File: src/rtl/combo_tracker.sv
// combo_tracker: rhythm-game combo/multiplier/score tracker; FULL_COMBO_BONUS_EN adds a +100 full-combo bonus at song end
module combo_tracker (
  input  logic        Clk,
  input  logic        Reset,
  input  logic        song_start,
  input  logic        song_end,
  input  logic        hit_valid,
  input  logic [1:0]  hit_grade,
  output logic [7:0]  combo_count,
  output logic [7:0]  max_combo,
  output logic [2:0]  mult,
  output logic [15:0] total_score,
  output logic        score_valid,
  output logic        playing,
  output logic        full_combo
);
  typedef enum logic [1:0] {IDLE, PLAYING, FINISHED} state_t;
  state_t      state, state_nx;
  logic        miss_flag, accept, s2_valid, bonus_add;
  logic [3:0]  s2_pts;
  logic [7:0]  combo_nx;
  logic [2:0]  mult_nx;
  logic [16:0] sum;
  function automatic logic [2:0] mult_of(input logic [7:0] c);
    return c <= 8'd5 ? 3'd1 : c <= 8'd13 ? 3'd2 : c <= 8'd24 ? 3'd3 : c <= 8'd38 ? 3'd4 : 3'd5;
  endfunction
  // state register
  always_ff @(posedge Clk) state <= !Reset ? IDLE : state_nx;
  // next state: a new song may start from any state and wins over song_end
  always_comb state_nx = song_start ? PLAYING : (state == PLAYING && song_end) ? FINISHED : state;
  // state-derived outputs and the multiplier of the registered combo
  always_comb begin
    playing    = state == PLAYING;
    full_combo = state == FINISHED && !miss_flag && max_combo != 8'd0;
    mult       = mult_of(combo_count);
  end
  // stage-1 next values; the points use the multiplier of the post-hit combo
  always_comb begin
    accept   = playing && hit_valid && !song_start;
    combo_nx = hit_grade == 2'd0 ? 8'd0 : combo_count == 8'hFF ? 8'hFF : combo_count + 8'd1;
    mult_nx  = mult_of(combo_nx);
  end
  // stage 1: combo, max combo and miss flag, plus the points handed to stage 2
  always_ff @(posedge Clk) begin
    if (!Reset || song_start) begin
      combo_count <= '0;
      max_combo   <= '0;
      miss_flag   <= 1'b0;
      s2_valid    <= 1'b0;
      s2_pts      <= '0;
    end else begin
      s2_valid <= accept;
      s2_pts   <= 4'({2'b00, hit_grade} * {1'b0, mult_nx});
      if (accept) begin
        combo_count <= combo_nx;
        miss_flag   <= miss_flag | (hit_grade == 2'd0);
        max_combo   <= combo_nx > max_combo ? combo_nx : max_combo;
      end
    end
  end
`ifdef FULL_COMBO_BONUS_EN
  logic bonus_end, bonus_due;
  // bonus is qualified one cycle after the end so a hit arriving with song_end counts toward the miss flag
  always_ff @(posedge Clk) begin
    if (!Reset || song_start) begin
      bonus_end <= 1'b0;
      bonus_due <= 1'b0;
    end else begin
      bonus_end <= playing && song_end;
      bonus_due <= bonus_end && !miss_flag && max_combo != 8'd0;
    end
  end
  assign bonus_add = bonus_due;
`else
  assign bonus_add = 1'b0;
`endif
  // saturating accumulation of stage-2 points and any bonus
  always_comb sum = {1'b0, total_score} + (s2_valid ? {13'd0, s2_pts} : 17'd0) + (bonus_add ? 17'd100 : 17'd0);
  // stage 2: score register and its update strobe; a new song discards the in-flight update
  always_ff @(posedge Clk) begin
    if (!Reset || song_start) begin
      total_score <= '0;
      score_valid <= 1'b0;
    end else begin
      total_score <= sum[16] ? 16'hFFFF : sum[15:0];
      score_valid <= s2_valid | bonus_add;
    end
  end
endmodule

File: config.mk
export PLATFORM = sky130hd
export DESIGN_NAME = combo_tracker
export DESIGN_NICKNAME = d
export VERILOG_FILES = /design/src/rtl/combo_tracker.sv
export SDC_FILE = /design/constraint.sdc
export NUM_CORES = 1
export LEC_CHECK = 0
export ABC_AREA = 0
export ABC_CLOCK_PERIOD_IN_PS = 3000
export CAP_MARGIN = 10
export CELL_PAD_IN_SITES_DETAIL_PLACEMENT = 1
export CELL_PAD_IN_SITES_GLOBAL_PLACEMENT = 1
export CORE_MARGIN = 2
export CORE_UTILIZATION = 35
export CTS_CLUSTER_DIAMETER = 80
export DETAILED_ROUTE_END_ITERATION = 10
export GPL_TIMING_DRIVEN = 0
export PLACE_DENSITY = 0.72
export SLEW_MARGIN = 20
export SYNTH_ARGS = -nofsm -noshare
export SYNTH_HDL_FRONTEND = slang
export SYNTH_SLANG_ARGS = --single-unit
export TNS_END_PERCENT = 20
File: constraint.sdc
create_clock -name Clk -period 3 [get_ports Clk]
set_input_delay 0.9 -clock Clk [delete_from_list [all_inputs] [get_ports Clk]]
set_output_delay 0.9 -clock Clk [all_outputs]
set_load 0.01 [all_outputs]
==> results of run 1 <==
[synthesized netlist by cell type, types with 3 or more instances]
cell type	n	area, µm²
clkbuf_1	8	30.0
o21ai_0	5	25.0
and2_1	9	56.3
nor2_1	23	86.3
nand2b_1	5	31.3
mux2i_1	13	130
o21a_1	3	22.5
nor2b_1	6	37.5
nand3_1	10	50.1
xor2_1	8	70.1
nor4_1	3	18.8
o211ai_1	3	22.5
and3_1	8	50.1
nor3_1	4	20.0
nand2_1	40	150
nand4_1	7	43.8
a21oi_1	30	150
inv_1	20	75.1
a21o_1	3	22.5
xnor2_1	5	43.8
ha_1	16	200
dfxtp_1	41	821
[sequential cells by signal (all words and copies together), names as in the netlist]
name and count:
total_score 16, combo_count 8, max_combo 8, s2_pts 4, state 2, miss_flag 1
s2_valid 1, score_valid 1
[final timing paths]
| path | start | to | slack, ps | cells past startpoint |
|---|---|---|---|---|
| setup reg to reg | combo_count[0]$_SDFFE_PP0P_ | s2_pts[3]$_SDFF_PP0_ | 110 | 11 |
| hold / removal | miss_flag$_SDFFE_PP0P_ | miss_flag$_SDFFE_PP0P_ | 490 | 2 |
| hold reg to reg | miss_flag$_SDFFE_PP0P_ | miss_flag$_SDFFE_PP0P_ | 490 | 2 |
| setup / recovery | hit_grade[1] | max_combo[7]$_SDFFE_PP0P_ | 80 | 11 |
[what timing repair did]
item	CTS	global route
setup buffers	2	4
gates resized for setup	17	18
setup endpoints to repair	12	11
hold buffers	0	0
pin swaps	0	2
[report_power, final]
| part | internal [mW] | switching (mW) | total, mW |
|---|---|---|---|
| clock | 0.242 | 0.209 | 0.451 |
| sequential | 0.547 | 0.00367 | 0.550 |
| combinational | 0.0293 | 0.0446 | 0.0739 |
[cell type report]
class | instances | area, µm²
fill | 847 | 3550
multi-input combinational | 238 | 1640
sequential | 41 | 826
timing repair buffer | 50 | 492
tap | 96 | 120
inverter | 20 | 75.1
clock buffer | 5 | 68.8
buffer | 12 | 56.3
clock inverter | 2 | 35.0
[per-stage QoR]
stage / util / hold WS [ps] / setup WS [ps] / total power, mW
floorplan: - / 437 / 123 / 0.602
global placement: 0.449 / 462 / -883 / 0.631
detailed placement: 0.449 / 471 / -902 / 0.633
CTS: 0.473 / 490 / -0.286 / 1.09
global route: 0.483 / 544 / -40.8 / 1.12
finish: 0.483 / 487 / 84.2 / 1.08
[cells by family after synthesis]
| logic type | share of synthesized area |
|---|---|
| flip-flops | 0.325 |
| buffers and inverters | 0.0516 |
| adder cells (fa/ha/maj) | 0.0952 |
| AO/OA/AOI/OAI | 0.157 |
| multiplexers | 0.0516 |
| AND/OR/NAND/NOR | 0.274 |
| XOR/XNOR | 0.0451 |
[layer usage]
layer / up-vias / share of wire / global-route usage
met2: 40 / 0.51 / 0.361
met3: 8 / 0.020 / 0.0286
li1: 1192 / - / -
met4: 0 / 0.015 / 0.0565
met5: - / 0 / 0
met1: 1160 / 0.45 / 0.234
[worst max-delay path: stages]
cell      delay (ps)
clkbuf_4         160
nor2_4           100
or4_1            520
nand2_2          150
ha_1             260
and3_1           220
nand4_1          120
o211ai_1         140
a21oi_4          190
buf_12           140
mux2i_2          220
==> metrics.cfg, run 1 <==
[placement]
placed_cell_area_mm2 = 0.00308
port_buffers = 44
place_inst = 451
hpwl_um = 5300
gp_congestion = 0.824

[pwr]
p_per_area_mw_per_mm2 = 324
vdd_drop_max_v = 0.000206
leakagePower_nw = 1.20

[setup_path]
end_kind = flop
path_max_fanout = 10
cp_data_arrival_time_ps = 3140
start_kind = input port
crit_type = in -> reg
required_ps = 3220

[clock_tree]
path_clk_slew_ps = 80
cts_root_buf = clkbuf_8
cts_tree = yes
cts.sinks = 41
insertion_delay_ps = 300
htree_levels = 2
clockBufferDepth = 2
cts_made_buffers = 5

[detailed_routing]
drc = 0
drt_first_pass_iters = 4
viasPerCell = 5.17
wl_um = 7190
vias = 2400
wl_per_cell_um = 15.5
drtIter0Drc = 70
ant_nets = 0

[finish]
insertedDiodeCount = 0
layout.nets = 393
final_common_cell = clkdlybuf4s50_1
postLayoutCellArea_mm2 = 0.00332
layout_common_cells = 41 x clkdlybuf4s50_1, 40 x nand2_1, 39 x dfxtp_1
drive_above_1_share = 0.117
syn_to_final_growth_pct = 31.4
layout.cells.non_filler = 464

[global_route]
track_usage = 0.196
overflow = 0
first_global_vias = 2494
grt_max_degree = 13
antenna_found_initial = 0
grt_pass1_wl_um = 12000

[min_path]
hold_class = reg -> reg

[sta]
max_freq_mhz = 343
worstMarginPinSlew_ps = 517
rsz0062_at_grt = true
fin_crit_sh = 0.972
finalHoldViolCount = 0
setup_violations = 0
finalCriticalPeriod_ps = 2920
fin_skew_ps = 3.41
fin_setup_tns_ps = 0
slew-limit-headroom = 0.655
slew_violations = 0

[outcome]
outcome = completed

[logic_synthesis]
synth-seq-cells = 41
netlist_instances = 311
synth_cell_types = 53
seq_area_frac_synth = 0.325
syn_avg_cell_area_um2 = 8.11
synth-edff-count = 0
syn-cell-area_mm2 = 0.00252
synth_flop_cell = dfxtp_1
ys_warn_count = 0
syn_nets = 336
synthArstFlopShare = 0

[floorplan]
rows = 30
fp.coreArea_mm2 = 0.00687
dieWidth_um = 88.9
die_y_um = 88.9
die-area_mm2 = 0.00791
start_util = 0.367
ios = 45

[flow_run]
max_cap_violations = 0

Note: power is estimated with default switching activity, not from simulation.
==> run 2, diff against run 1 <==
--- a/config.mk
+++ b/config.mk
@@ -20,4 +20,4 @@
 export SYNTH_ARGS = -nofsm -noshare
 export SYNTH_HDL_FRONTEND = slang
 export SYNTH_SLANG_ARGS = --single-unit
-export TNS_END_PERCENT = 20
+export TNS_END_PERCENT = 5
==> run 2 against run 1 <==
  * Sequential power about the same
  * Clock skew rose by 1.4 ps
  * Total power increased by 0.25%
==> metrics.cfg, run 2 (synthesis gave the netlist of run 1 again) <==
[finish]
regMostFlops = total_score
regArea_um2 = 828  ; +0.30%
layout_common_cells = 41 x clkdlybuf4s50_1, 40 x nand2_1, 39 x dfxtp_1
layout.cells.non_filler = 465  ; +0.22%
drive_above_1_share = 0.127  ; +0.0105
postLayoutCellArea_mm2 = 0.00335  ; +1.1%
utilization = 0.488  ; +0.00546
fillCellCount = 837  ; -1.2%
top_regs = total_score x16, combo_count x8, max_combo x8
multi_input_area_mm2 = 0.00167  ; +1.7%
insertedDiodeCount = 0  ; unchanged
syn_to_final_growth_pct = 32.9
final_common_cell = clkdlybuf4s50_1
largest_reg_flops = 16  ; unchanged
layout.nets = 394  ; +0.25%

[placement]
place_inst = 451  ; unchanged
gp_congestion = 0.824  ; unchanged
port_buffers = 44  ; unchanged
pre_cts_slack_ps = -902  ; unchanged
placed_cell_area_mm2 = 0.00308  ; unchanged
hpwl_um = 5300  ; unchanged

[sta]
layout_setup_ws_ps = 96.6  ; +12.4 ps
slew_violations = 0  ; unchanged
fin_setup_tns_ps = 0  ; unchanged
finalHoldViolCount = 0  ; unchanged
slew-limit-headroom = 0.655  ; about the same
finalCriticalPeriod_ps = 2900  ; -12.4 ps
fin_hold_ws_ps = 488  ; +0.430 ps
fin_skew_ps = 4.83  ; +1.42 ps
worstMarginPinSlew_ps = 517  ; -0.101 ps
setup_violations = 0  ; unchanged
max_freq_mhz = 344  ; +0.43%
rsz0062_at_grt = true
fin_crit_sh = 0.968  ; -0.00413

[global_route]
grt_pass1_wl_um = 12000  ; -0.34%
first_global_vias = 2483  ; -0.44%
overflow = 0  ; unchanged
track_usage = 0.195  ; -0.000384
grt_max_degree = 13  ; unchanged
antenna_found_initial = 0  ; unchanged

[setup_path]
cp_data_arrival_time_ps = 3130  ; about the same
required_ps = 3230  ; about the same
end_kind = flop
start_kind = input port
path_max_fanout = 10  ; unchanged
crit_type = in -> reg

[clock_tree]
cts_made_buffers = 5  ; unchanged
cts_root_buf = clkbuf_8
path_clk_slew_ps = 90  ; about the same
cts_tree = yes
clockBufferDepth = 2  ; unchanged
htree_levels = 2  ; unchanged
cts.sinks = 41  ; unchanged
insertion_delay_ps = 300  ; about the same

[detailed_routing]
drtIter0Drc = 79  ; +13%
vias = 2430  ; +1.3%
ant_nets = 0  ; unchanged
wl_um = 7260  ; +0.93%
wl_per_cell_um = 15.6  ; +0.71%
drt_first_pass_iters = 4  ; unchanged
drc = 0  ; unchanged
viasPerCell = 5.23  ; +1.0%

[floorplan]
die-area_mm2 = 0.00791  ; unchanged
dieWidth_um = 88.9  ; unchanged
ios = 45  ; unchanged
start_util = 0.367  ; unchanged
die_y_um = 88.9  ; unchanged
rows = 30  ; unchanged
fp.coreArea_mm2 = 0.00687  ; unchanged

[pwr]
clkPwrFrac = 0.421  ; about the same
netSwitchingFraction = 0.242  ; +0.00226
p_comb_frac = 0.069  ; about the same
p_int_uw = 818  ; about the same
leakagePower_nw = 1.20  ; -0.27%
p_per_area_mw_per_mm2 = 322  ; -0.88%
fin_total_pwr_mw = 1.08  ; +0.25%
seq_power_share = 0.510  ; -0.002
switching_power_uw = 260  ; +1.2%
vdd_drop_max_v = 0.000209  ; +1.2%

[min_path]
hold_class = reg -> reg

[outcome]
outcome = completed

[flow_run]
max_cap_violations = 0  ; unchanged

[run 2: cell types whose count changed in the layout (fill, tap and decap cells not counted), sizes merged]
| cell | change |
|---|---|
| buf | +1 |
[run 2: per-layer routing]
| metal | up-vias | global-route usage | share of wire | routed length (µm) |
|---|---|---|---|---|
| li1 | 1200 | - | - | - |
| met1 | 1185 | 0.233 | 0.45 | 3270 |
| met2 | 37 | 0.361 | 0.51 | 3730 |
| met3 | 8 | 0.0286 | 0.022 | 162 |
| met4 | 0 | 0.0565 | 0.014 | 102 |
| met5 | - | 0 | 0 | 0 |
[run 2: path summary, 6_finish.rpt]
| path | cells past startpoint | end | slack [ps] | start |
|---|---|---|---|---|
| worst max-delay path | 11 | max_combo[7]$_SDFFE_PP0P_ | 100 | hit_grade[1] |
| worst max register to register | 12 | s2_pts[3]$_SDFF_PP0_ | 130 | combo_count[0]$_SDFFE_PP0P_ |
| worst min register to register | 2 | miss_flag$_SDFFE_PP0P_ | 490 | miss_flag$_SDFFE_PP0P_ |
| worst min-delay path | 2 | miss_flag$_SDFFE_PP0P_ | 490 | miss_flag$_SDFFE_PP0P_ |
[run 2: critical path: stages]
cell and delay (ps):
clkbuf_4 160, nor2_4 100, or4_1 520, nand2_2 150, ha_1 260, and3_1 220
nand4_1 120, o211ai_1 140, a21oi_4 190, buf_12 140, mux2i_2 210
[run 2: what timing repair did]
action                     4_1_cts  5_1_grt
hold buffers                     0        0
setup endpoints to repair       12       11
pin swaps                        0        2
gates resized for setup         12       26
hold endpoints to repair         0        0
setup buffers                    2        5
[run 2: layout make-up]
type,instances,area share
Tap cell,96,0.0358
Sequential cell,41,0.247
Inverter,20,0.0224
Buffer,12,0.0168
Timing Repair Buffer,51,0.149
Multi-Input combinational cell,238,0.498
Clock inverter,2,0.0104
Clock buffer,5,0.0205
[run 2: power by group through the flow]
stage               Sequential [mW]  Clock [mW]  Combinational [mW]
floorplan                     0.563           0              0.0383
global placement              0.564           0              0.0676
detailed placement            0.564           0              0.0689
CTS                           0.551       0.461              0.0722
global route                  0.551       0.483              0.0827
finish                        0.550       0.454              0.0748
